--- src/rtl/alu_share_arbiter.sv ---
// Two-port arbiter in front of a shared combinational ALU: grants one requester,
// issues its operands to the ALU for one cycle and returns the registered result.
// Build option ALU_ARB_RR_EN: round-robin arbitration; undefined gives fixed priority (port 0 wins).

// state | meaning
// IDLE  | waiting for a request, grant shown on req_ready
// ISSUE | latched operands on alu_*, result captured at the end of this cycle
// RESP  | rsp_valid[owner] held until rsp_ready[owner]
module alu_share_arbiter #(
    parameter int DATA_WIDTH    = 32,
    parameter int OPCODE_LENGTH = 4,
    parameter int PC_W          = 9
) (
    input  logic                     clk,
    input  logic                     reset,
    input  logic [1:0]               req_valid,
    output logic [1:0]               req_ready,
    input  logic [OPCODE_LENGTH-1:0] req_op0,
    input  logic [OPCODE_LENGTH-1:0] req_op1,
    input  logic [DATA_WIDTH-1:0]    req_a0,
    input  logic [DATA_WIDTH-1:0]    req_a1,
    input  logic [DATA_WIDTH-1:0]    req_b0,
    input  logic [DATA_WIDTH-1:0]    req_b1,
    input  logic [PC_W-1:0]          req_pc0,
    input  logic [PC_W-1:0]          req_pc1,
    output logic [DATA_WIDTH-1:0]    alu_SrcA,
    output logic [DATA_WIDTH-1:0]    alu_SrcB,
    output logic [OPCODE_LENGTH-1:0] alu_Operation,
    output logic [PC_W-1:0]          alu_Curr_Pc,
    input  logic [DATA_WIDTH-1:0]    alu_ALUResult,
    output logic [1:0]               rsp_valid,
    input  logic [1:0]               rsp_ready,
    output logic [DATA_WIDTH-1:0]    rsp_data,
    output logic                     busy
);

    typedef enum logic [1:0] {
        IDLE  = 2'd0,
        ISSUE = 2'd1,
        RESP  = 2'd2
    } state_t;

    state_t state;
    state_t state_nxt;
    logic   grant_id;
    logic   owner;
    logic   xfer;

`ifdef ALU_ARB_RR_EN
    // rr_ptr names the requester favoured on the next contended cycle
    logic rr_ptr;

    always_comb begin
        grant_id = 1'b0;
        if (req_valid == 2'b11)
            grant_id = rr_ptr;
        else if (req_valid[1])
            grant_id = 1'b1;
    end

    always_ff @(posedge clk or negedge reset) begin
        if (!reset)
            rr_ptr <= 1'b0;
        else if (xfer)
            rr_ptr <= ~grant_id;
    end
`else
    always_comb begin
        grant_id = 1'b0;
        if (!req_valid[0] && req_valid[1])
            grant_id = 1'b1;
    end
`endif

    // Gated with reset so nothing is offered while reset is held
    always_comb begin
        req_ready = 2'b00;
        if (reset && (state == IDLE))
            req_ready = (grant_id ? 2'b10 : 2'b01) & req_valid;
    end

    assign xfer = |(req_valid & req_ready);
    assign busy = (state != IDLE);

    always_ff @(posedge clk or negedge reset) begin
        if (!reset)
            state <= IDLE;
        else
            state <= state_nxt;
    end

    always_comb begin
        state_nxt = state;
        case (state)
            IDLE:    if (xfer) state_nxt = ISSUE;
            ISSUE:   state_nxt = RESP;
            RESP:    if (rsp_ready[owner]) state_nxt = IDLE;
            default: state_nxt = IDLE;
        endcase
    end

    // alu_* double as the operand latch, so they only change on an accepted transfer
    always_ff @(posedge clk or negedge reset) begin
        if (!reset) begin
            owner         <= 1'b0;
            alu_SrcA      <= '0;
            alu_SrcB      <= '0;
            alu_Operation <= '0;
            alu_Curr_Pc   <= '0;
            rsp_valid     <= 2'b00;
            rsp_data      <= '0;
        end else begin
            case (state)
                IDLE: begin
                    if (xfer) begin
                        owner         <= grant_id;
                        alu_SrcA      <= grant_id ? req_a1  : req_a0;
                        alu_SrcB      <= grant_id ? req_b1  : req_b0;
                        alu_Operation <= grant_id ? req_op1 : req_op0;
                        alu_Curr_Pc   <= grant_id ? req_pc1 : req_pc0;
                    end
                end
                ISSUE: begin
                    rsp_data  <= alu_ALUResult;
                    rsp_valid <= owner ? 2'b10 : 2'b01;
                end
                RESP: begin
                    if (rsp_ready[owner])
                        rsp_valid <= 2'b00;
                end
                default: rsp_valid <= 2'b00;
            endcase
        end
    end

endmodule

--- config.mk ---
export PLATFORM = sky130hd
export DESIGN_NAME = alu_share_arbiter
export DESIGN_NICKNAME = d
export VERILOG_FILES = /design/src/rtl/alu_share_arbiter.sv
export SDC_FILE = /design/constraint.sdc
export NUM_CORES = 1
export LEC_CHECK = 0
export ABC_AREA = 1
export CAP_MARGIN = 15
export CORE_UTILIZATION = 39
export CTS_CLUSTER_SIZE = 24
export DETAILED_ROUTE_END_ITERATION = 16
export PLACE_DENSITY = 0.82
export SLEW_MARGIN = 5
export SYNTH_ARGS = -nofsm -noshare
export SYNTH_HDL_FRONTEND = slang
export SYNTH_SLANG_ARGS = --single-unit
--- constraint.sdc ---
create_clock -name clk -period 1.8 [get_ports clk]
set_input_delay 0.36 -clock clk [delete_from_list [all_inputs] [get_ports clk]]
set_output_delay 0.36 -clock clk [all_outputs]
set_load 0.01 [all_outputs]
* Yosys cells after proc, flatten, opt, wreduce, memory -nomap -nowiden
Cells that the tools add are included.
Storage, ports and cells: register bits 114, latch bits 0, memory bits (writable) 0, ROM bits 0, input port bits 192, memories 0
Cells by class: add/sub/neg operators 0, multipliers 0, divide/modulo/power cells 0, magnitude comparators 1, equality and inequality tests 4, shift operators 0, mux-type cells 14, bitwise gates (word level) 3, reduce and logical (&&, ||, !) cells 9
Operators by type and width (count):
- 32-bit 2-to-1 mux | 2
- 2-bit case mux with 3 select lines | 2
- 2-bit 2-to-1 mux | 5
- 9-bit 2-to-1 mux | 1
- 2-bit AND reduction | 3
- 2-bit AND | 2
- 4-bit 2-to-1 mux | 1
- 2-bit inequality test (second input constant) | 2
- 1-bit 2-to-1 mux | 3
- 2-bit by 1-bit equality test with 1-bit output (second input constant) | 1
- 2-bit equality test (second input constant) | 1
- 1-bit logical AND | 2
- 2-bit logical NOT | 1
- 1-bit by 2-bit less-than comparator with 1-bit output (second input constant) | 1
- 2-bit nonzero test | 1
- 2-bit OR reduction | 1
- 1-bit logical NOT | 1
- 1-bit NOT | 1

* Depth between registers and ports, before layout
Gate-level depths: netlist of the first run.
depth in word-level cells 10, gate-level depth with buffers 8, gate-level depth less buffers 6

* Worst setup path before layout of the first run
No wires, ideal clock.
kind in2out, from in req_valid[1], to out req_ready[1], arrival 1.153 ns, data required time 1.440 ns, path slack 0.287 ns, cell stages on the path 6, buffers on the path 2, cell sequence inv_1 > nor2_2 > nand3_2 > buf_2 > buf_2 > inv_1
On the way: word-level cells in the longest chain between the ends 5
Ends and longest elaborated chain:
- from (decl) | line 16 | input logic [1:0] req_valid,
- 1-bit logical AND | line 70 | if (!req_valid[0] && req_valid[1])
- 1-bit 2-to-1 mux | line 70
- 2-bit 2-to-1 mux | line 79 | req_ready = (grant_id ? 2'b10 : 2'b01) & req_valid;
- 2-bit AND (*) | line 79
- 2-bit 2-to-1 mux (*) | line 78 | if (reset && (state == IDLE))
- to (decl) | line 17 | output logic [1:0] req_ready,
Mark *: on every way between the ends. The rest lies on a longest branch, timed or not.

* Worst setup path after layout of the first run
from reg alu_SrcA[15], to out alu_SrcA[15]
RTL lines:
- from (decl) | line 26 | output logic [DATA_WIDTH-1:0] alu_SrcA,
- from (signal assigned) | line 117 | alu_SrcA <= grant_id ? req_a1 : req_a0;
No word-level cell between the ends.

==> results of run 1 <==
[registers in the layout, indices dropped and copies added, names as in the netlist]
name           flops
alu_Curr_Pc        9
alu_Operation      4
alu_SrcA          32
alu_SrcB          32
owner              1
rsp_data          32
rsp_valid          2
state              2
[how the worst max path moves through the flow]
| stage | endpoint | slack, ns | cells after the start |
|---|---|---|---|
| CTS | busy | 0.02 | 4 |
| detailed placement | alu_SrcA[29]$_DFFE_PN0P_ | -0.40 | 7 |
| global route | req_ready[1] | 0.003 | 5 |
| global placement | alu_SrcA[20]$_DFFE_PN0P_ | -0.37 | 7 |
| finish | alu_SrcA[15] | 0.09 | 1 |
| floorplan | req_ready[1] | 0.29 | 6 |
[repair_timing]
action,in CTS,in global routing
endpoints found under the setup margin,3,70
gates resized for setup,11,3
hold buffers,0,0
endpoints found under the hold margin,0,0
setup buffers,1,1
pin swaps,1,1
[cells by family after synthesis]
family,Yosys count,synth area share [%]
simple gates,577,42.4
flops,114,53.1
buf+inv,54,4.40
compound gates,1,0.0931
[power breakdown]
part	leakage [uW]	internal, uW	switching [uW]	total (uW)
Clock	0.000289	2230	1130	3370
Combinational	0.00299	3270	2710	5980
Sequential	0.00142	3820	718	4530
Total	0.00470	9310	4560	13900
[cell usage after synthesis]
cell type,instances
nand2_1,493
dfrtp_1,114
nand3_1,79
clkbuf_1,23
buf_2,18
inv_1,7
buf_4,3
buf_1,2
nor2_2,2
clkinv_1,1
nand2_2,1
nand3_2,1
nor2_1,1
o21ai_0,1
[metal layers]
layer | wire length (um) | part of all wire, %
met1 | 6970 | 38
met2 | 9140 | 50
met3 | 1530 | 8.4
met4 | 596 | 3.3
met5 | 0 | 0
[cell type report]
| type | count | area share [%] |
|---|---|---|
| repair buffers | 327 | 35.3 |
| well taps | 176 | 2.37 |
| flip-flops and latches | 114 | 30.7 |
| multi-input cells | 578 | 24.9 |
| diodes | 1 | 0.0269 |
| clock buffers | 21 | 4.96 |
| clock inverters | 10 | 1.44 |
| inverters | 8 | 0.323 |
[per-stage QoR]
stage | worst slack, ns | hold WS (ns)
floorplan | 0.287 | 0.0644
finish | 0.0879 | 0.0108
global placement | -0.370 | 0.437
detailed placement | -0.396 | 0.443
global route | 0.00334 | 0.0257
CTS | 0.0245 | 0.0122
==> impl_results.md, run 1 <==
* Via density at 4.75
* WP buf/inv at 1
* Die Span Y at 119 um
* Grt peak-use layer: met2
* Routed len/inst at 14.8 um
* Dpl cells at 1201
* Met1 Track Usage GR at 29.6%
* Most common cell after layout, fill and taps aside: nand2_1
* R2r startpoint: state[1]$_DFFE_PN0P_
* Clk_skew at 0.0171 ns
* # setup viols final at 0
* Slowest CP cell: clkdlybuf4s50_1
* Yosys warning total at 0
* RSZ-0062 raised after global routing: false
* Top-area cell type share of the netlist area at 53.1%
* Initial antenna violation count at 1
* Vias in the first global route at 5922
* Share of cells above drive strength 1 at 5.67%
* Gr usage total at 26.4%
* Initial core utilization at 40.3%
* Final #Nets at 1238
* CP arrival at 1.35 ns
* Top delay family on crit path: buffers and inverters
* Clock slew seen by the registers of the worst setup and hold paths at 0.05 ns
* MaxCap Viol Count at 0
* Setup Total Neg Slack at 0 ns
* Post-DP HPWL at 13000 um
* Multi-input gate area at 2310 um^2
* Port Buffer Count at 305
* Netlist cell types at 14
* Synthesized Nets at 938
* Crit path cell chain: clkdlybuf4s50_1
* Syn Inst Count at 746
* Synth top area cells: dfrtp_1 (53%), nand2_1 (34%), nand3_1 (7.4%)
* R2R Setup Slk at 0.17 ns
* H-tree depth at 4
* Max Freq at 0.584 GHz
* GR Util met2 at 44.9%
* Die ar. at 14200 um^2
* Clock tree sinks at 114
* Register area at 2850 um^2
* Worst r2r path cells at 8
* Critical path launch point: alu_SrcA[15]$_DFFE_PN0P_
* Clock Path Buffers at 2
* RD Place Congestion at 0.793
* Final hold viol count at 0
* Fillers at 1105
* Largest net degree at the start of global routing at 98
* Power Total at 13900 uW
* ANT nets after route at 0
* Register bit total from synthesis at 114
* Util after Layout at 69.6%
* Total core area at 13300 um^2
* Layout Cells excl Fill at 1235
* GR Layer Usage met3 at 8.72%
* Critical Path End Type: output port
* Netlist Area Pre-Place at 5370 um^2
* Drt drc at 0
* Total iterations of the first detailed-routing run at 4
* Die Wd at 119 um
* Pleak at 0.00470 uW
* Yosys top cell by area: dfrtp_1
* Avg Cell Area, Syn at 7.20 um^2
* Worst EP required at 1.44 ns
* Detailed Route Iter0 Violations at 376
* CTS tree: yes
* Crit-path max FO at 2
* Cts bufs inserted at 17
* Area grow syn2layout at 72.9%
* Root Driver: clkbuf_16
* Period minus WS final at 1.71 ns
* Most frequent cells in the layout: nand2_1 (492), clkdlybuf4s50_1 (300), dfrtp_1 (114)
* Critical R2R Capture: alu_SrcA[0]$_DFFE_PN0P_
* First-pass GRT wire length at 29100 um
* Routed WL at 18200 um
* Crit path launch type: flip-flop
* Final-report max-slew violation count at 0
* Clock Latency Late Sink at 0.41 ns
* HP Class: primary input to asynchronous set/reset pin
* Status: complete, no violations
* Relative slew slack at 58.8%
* Rows at 42
* Power Dens Cells at 1490 nW/um^2
* Final Cycle Share at 95.1%
* CP Class: flip-flop to output port
* Sequential-to-total area share from yosys stat at 53.1%
* Slew @ Worst Pin at 0.619 ns
* Peak VDD IR at 0.000629 V
* Via count at 5863
* Area after DPL at 8680 um^2
* CP max stage delay at 0.56 ns
* Total congestion overflow at 0
* Cell area after layout at 9290 um^2
* Ports at 306
Note: power is estimated with default switching activity, not from simulation.
==> run 2: changes to the inputs <==
Settings changed: CELL_PAD_IN_SITES_DETAIL_PLACEMENT from default to 0, CELL_PAD_IN_SITES_GLOBAL_PLACEMENT from default to 1, CORE_MARGIN from default to 3, CORE_UTILIZATION 39 to 26, PLACE_DENSITY 0.82 to default, PLACE_DENSITY_LB_ADDON from default to 0.1.
==> impl_results.md, run 2 (synthesized netlist as in run 1, its figures left out) <==
* Psw at 4600 uW
* Final hold viol count at 0
* Pleak at 0.00473 uW
* Via density at 4.25
* RD Place Congestion at 0.742
* Die ar. at 22400 um^2
* Port Buffer Count at 305
* Period minus WS final at 1.74 ns
* Most frequent cells in the layout: nand2_1 (492), clkdlybuf4s50_1 (300), dfrtp_1 (114)
* Switching share of power at 32.5%
* Drt drc at 0
* Routed len/inst at 15.0 um
* Final Cycle Share at 96.7%
* Cts hold-fix bufs at 0
* Via count at 5619
* Cts bufs inserted at 17
* CP arrival at 1.38 ns
* Die Wd at 150 um
* Clk_skew at 0.00501 ns
* Power Total at 14200 uW
* Clock power share at 26.3%
* First-pass GRT wire length at 30400 um
* Most common cell after layout, fill and taps aside: nand2_1
* Clock slew seen by the registers of the worst setup and hold paths at 0.05 ns
* Clock tree sinks at 114
* MaxCap Viol Count at 0
* Clock Path Buffers at 2
* Final-report max-slew violation count at 0
* Internal power at 9570 uW
* Crit path launch type: flip-flop
* Initial core utilization at 27.0%
* Register area at 2850 um^2
* ANT nets after route at 0
* Rows at 51
* HP Class: primary input to asynchronous set/reset pin
* Vias in the first global route at 5540
* Total congestion overflow at 0
* Status: complete, no violations
* Largest net degree at the start of global routing at 115
* Ports at 306
* Clock Latency Late Sink at 0.40 ns
* # setup viols final at 0
* Routed WL at 19900 um
* Worst EP required at 1.44 ns
* Setup Total Neg Slack at 0 ns
* Max Freq at 0.575 GHz
* CP Class: flip-flop to output port
* CP max stage delay at 0.40 ns
* Top delay family on crit path: flip-flops
* Detailed Route Iter0 Violations at 280
* Area grow syn2layout at 76.3%
* Logic pwr share at 42.0%
* WP buf/inv at 3
* Worst r2r path cells at 8
* Die Span Y at 150 um
* Peak VDD IR at 0.000528 V
* H-tree depth at 4
* Crit path cell chain: nor2_4, buf_4, nand3_4, inv_1, buf_2
* Initial antenna violation count at 1
* Power Dens Cells at 1500 nW/um^2
* Gr usage total at 17.4%
* Post-DP HPWL at 14100 um
* Crit-path max FO at 3
* Diode count at 0
* Fillers at 2033
* Biggest regs: alu_SrcA x32, alu_SrcB x32, rsp_data x32
* Multi-input gate area at 2320 um^2
* Slowest CP cell: dfrtp_1
* Relative slew slack at 57.5%
* Critical Path End Type: output port
* Sequential Power Share at 31.7%
* Total core area at 19900 um^2
* Root Driver: clkbuf_16
* Share of cells above drive strength 1 at 5.67%
* Slew @ Worst Pin at 0.638 ns
* WP depth at 5
* Final #Nets at 1237
* CTS tree: yes
* Total iterations of the first detailed-routing run at 4
-- run 2: cell count changes in the layout (fill, tap and decap cells not counted), sizes merged --
cell / previous run / this run
clkinv: 6 / 5
bufinv: 3 / 5
diode: 1 / 0
inv: 7 / 8
dlygate4sd2: 1 / 2
buf: 25 / 23
clkbuf: 21 / 20
-- run 2: path summary, 6_finish.rpt --
check	start	endpoint	slack, ns
worst max-delay path	state[1]$_DFFE_PN0P_	req_ready[1]	0.06
worst min-delay path	reset	state[0]$_DFFE_PN0P_	0.1
worst max register to register	state[1]$_DFFE_PN0P_	alu_SrcA[26]$_DFFE_PN0P_	0.25
worst min register to register	rsp_data[16]$_DFFE_PN0N_	rsp_data[16]$_DFFE_PN0N_	0.47
max in group asynchronous	reset	alu_SrcB[20]$_DFFE_PN0P_	1.21
min in group clk	reset	owner$_DFFE_PN0P_	0.34
-- run 2: what timing repair did --
item,in CTS,in global routing
setup endpoints to repair,3,2
pin swaps,0,1
resized for setup,10,0
setup buffers,0,1
-- run 2: area by class of cell --
| cell class | instances | share of cell area [%] |
|---|---|---|
| Timing Repair Buffer | 326 | 34.7 |
| Sequential cell | 114 | 30.1 |
| Multi-Input combinational cell | 578 | 24.5 |
| Clock buffer | 20 | 4.72 |
| Tap cell | 265 | 3.50 |
| Clock inverter | 12 | 2.17 |
| Inverter | 8 | 0.317 |
-- run 2: power groups by stage --
stage / clock [uW] / combinational (uW) / sequential (uW)
after floorplan: 0 / 1720 / 5070
after global placement: 0 / 6080 / 4450
after detailed placement: 0 / 6070 / 4500
after CTS: 3840 / 6080 / 4490
after global routing: 3940 / 6570 / 4650
final: 3730 / 5960 / 4490
-- run 2: per-layer routing --
layer | track usage, % | wire [um] | up-vias
met1 | 21.0 | 8250 | 2542
met4 | 3.84 | 150 | 2
met3 | 6.75 | 1750 | 12
met5 | 0 | 13 | -
met2 | 29.6 | 9730 | 179
li1 | - | - | 2884
-- run 2: per-stage QoR --
step / instances / hold slack, ns / utilization (%) / cell area, um^2 / setup WS, ns
2_1_floorplan: 746 / 0.0644 / - / 5370 / 0.287
3_3_place_gp: 1290 / 0.461 / 44.3 / 8810 / -0.352
3_5_place_dp: 1290 / 0.464 / 44.3 / 8810 / -0.376
4_1_cts: 1322 / 0.144 / 47.5 / 9460 / 0.0213
5_1_grt: 1323 / 0.158 / 47.6 / 9470 / -0.0128
6_report: 1323 / 0.0972 / 47.6 / 9470 / 0.0597
==> run 3: changes to the inputs <==
Settings changed: ABC_AREA 1 to default, CORE_UTILIZATION 26 to 30.
==> impl_results.md, run 3 <==
* Status: complete, no violations
* RSZ-0062 raised after global routing: true
* CP arrival at 1.42 ns
* Mux share of post-synthesis cell area at 40.8%
* Root Driver: clkbuf_16
* Port Buffer Count at 305
* Clock Path Buffers at 2
* Drt drc at 0
* Initial antenna violation count at 0
* Via density at 4.48
* Top-area cell type share of the netlist area at 53.3%
* Clock slew seen by the registers of the worst setup and hold paths at 0.06 ns
* Util after Layout at 55.7%
* Worst EP required at 1.44 ns
* Post-DP HPWL at 11600 um
* Clk_skew at 0.00796 ns
* Cts bufs inserted at 17
* Die Wd at 140 um
* Slew @ Worst Pin at 0.639 ns
* HP Class: primary input to asynchronous set/reset pin
* Detailed Route Iter0 Violations at 104
* Final-report max-slew violation count at 0
* Adder-Cell Fraction of Synth Area at 0%
* H-tree depth at 4
* Total iterations of the first detailed-routing run at 4
* Peak VDD IR at 0.000736 V
* Final hold viol count at 0
* Synth top area cells: dfrtp_1 (53%), mux2_2 (35%), mux2_4 (5.3%)
* Final #Nets at 866
* Crit-path max FO at 2
* Clock Latency Late Sink at 0.41 ns
* RD Place Congestion at 0.785
* Rows at 48
* Die Span Y at 140 um
* Final Cycle Share at 99.1%
* Diode count at 0
* First-pass GRT wire length at 24500 um
* CTS tree: yes
* Critical Path End Type: output port
* Relative slew slack at 57.4%
* Die ar. at 19500 um^2
* Complex-gate fraction of the synthesized area at 0.888%
* Post-synth EDFFs at 0
* Total congestion overflow at 0
* Initial core utilization at 30.8%
* CP Class: flip-flop to output port
* Top-count cell post-synth: mux2_2
* Total core area at 17400 um^2
* Synth async-reset ratio at 100%
* Routed len/inst at 18.5 um
* Yosys top cell by area: dfrtp_1
* Register bit total from synthesis at 114
* Synthesized Nets at 533
* Power Dens Cells at 1550 nW/um^2
* Avg Cell Area, Syn at 15.7 um^2
* Main combinational cell family by area after synthesis: multiplexers
* Most frequent cells in the layout: clkdlybuf4s50_1 (301), mux2_2 (132), dfrtp_1 (114)
* Yosys warning total at 0
* Sequential-to-total area share from yosys stat at 53.3%
* Synth Area in Simple Gates at 0.958%
* Crit path launch type: flip-flop
* Via count at 4087
* Register area at 2850 um^2
* Fillers at 1448
* Ports at 306
* Most common cell after layout, fill and taps aside: clkdlybuf4s50_1
* Max Freq at 0.561 GHz
* Largest net degree at the start of global routing at 50
* Syn Inst Count at 341
* Routed WL at 16800 um
* Period minus WS final at 1.78 ns
* Netlist cell types at 20
* Post-Synth XOR/XNOR Area at 0%
* Area grow syn2layout at 80.6%
* DP Worst Slack at -0.321 ns
* MaxCap Viol Count at 0
* Commonest cells post-synth: mux2_2 (167), dfrtp_1 (114), mux2_4 (19), buf_2 (8), buf_6 (6)
* Pleak at 0.00402 uW
* Share of cells above drive strength 1 at 37.6%
* ANT nets after route at 0
* Gr usage total at 16.0%
* Multi-input gate area at 2440 um^2
* Synth Flop Type: dfrtp_1
* Vias in the first global route at 4482
* Clock tree sinks at 114
* # setup viols final at 0
* Netlist Area Pre-Place at 5350 um^2
* Final setup margin at 0.0162 ns
* Biggest regs: alu_SrcA x32, alu_SrcB x32, rsp_data x32
run 3: repair_timing:
item	CTS	global route
cloned	0	8
hold endpoints to repair	17	0
pin swaps	1	2
endpoints found under the setup margin	3	75
hold buffers	1	0
setup buffers	3	5
gates resized for setup	9	49
run 3: final cells by class:
type	instances	share of cell area, %
clock buffer	18	4.44
sequential	114	29.5
timing repair buffer	337	36.0
multi-input combinational	202	25.2
inverter	2	0.0776
clock inverter	14	1.88
tap	225	2.91
run 3: through the flow:
step | hold WS [ns] | std cells | power [uW] | instance area [um^2] | setup TNS (ns)
finish | 0.450 | 912 | 15000 | 9670 | 0
global route | 0.478 | 912 | 15800 | 9670 | -2.93
CTS | 0.438 | 901 | 14600 | 9310 | -0.130
detailed placement | 0.343 | 865 | 11000 | 8680 | -23.26
global placement | 0.344 | 865 | 10900 | 8680 | -21.94
floorplan | 0.0644 | 341 | 7320 | 5350 | 0
run 3: power breakdown:
part | leakage, uW | internal (uW) | total [uW] | switching, uW
clock network | 0.000295 | 2190 | 3450 | 1260
registers | 0.00133 | 3880 | 4600 | 712
logic | 0.00239 | 4570 | 6940 | 2370
total | 0.00402 | 10600 | 15000 | 4340
run 3: cells by family after synthesis:
logic type	after synthesis
flops	114
simple gates	8
mux	188
compound gates	6
buf+inv	25
run 3: critical path, stage by stage (launching register included):
cell and delay [ns]:
dfrtp_1 0.39, nor3b_2 0.24, buf_4 0.15, and2_4 0.13
buf_6 0.10
run 3: final timing paths:
kind                                          start                       end  slack (ns)  depth (start not counted)
setup / recovery               state[0]$_DFFE_PN0P_              req_ready[0]        0.02                          4
hold / removal                                reset  alu_SrcB[29]$_DFFE_PN0P_        0.45                          3
setup reg to reg               state[0]$_DFFE_PN0P_  alu_SrcA[12]$_DFFE_PN0P_        0.02                          7
hold reg to reg            alu_SrcA[19]$_DFFE_PN0P_  alu_SrcA[19]$_DFFE_PN0P_        0.50                          1
max in group asynchronous                     reset  alu_SrcA[14]$_DFFE_PN0P_        0.44                          4
min in group clk           alu_SrcA[19]$_DFFE_PN0P_  alu_SrcA[19]$_DFFE_PN0P_        0.50                          1
run 3: metal layers:
metal  vias to the layer above  track usage [%]  wire length [um]
li1                       1895                -                 -
met1                      2005             17.8              6770
met2                       168             28.1              8610
met3                        19             6.46              1220
met4                         0             4.79               227
met5                         -                0                 0
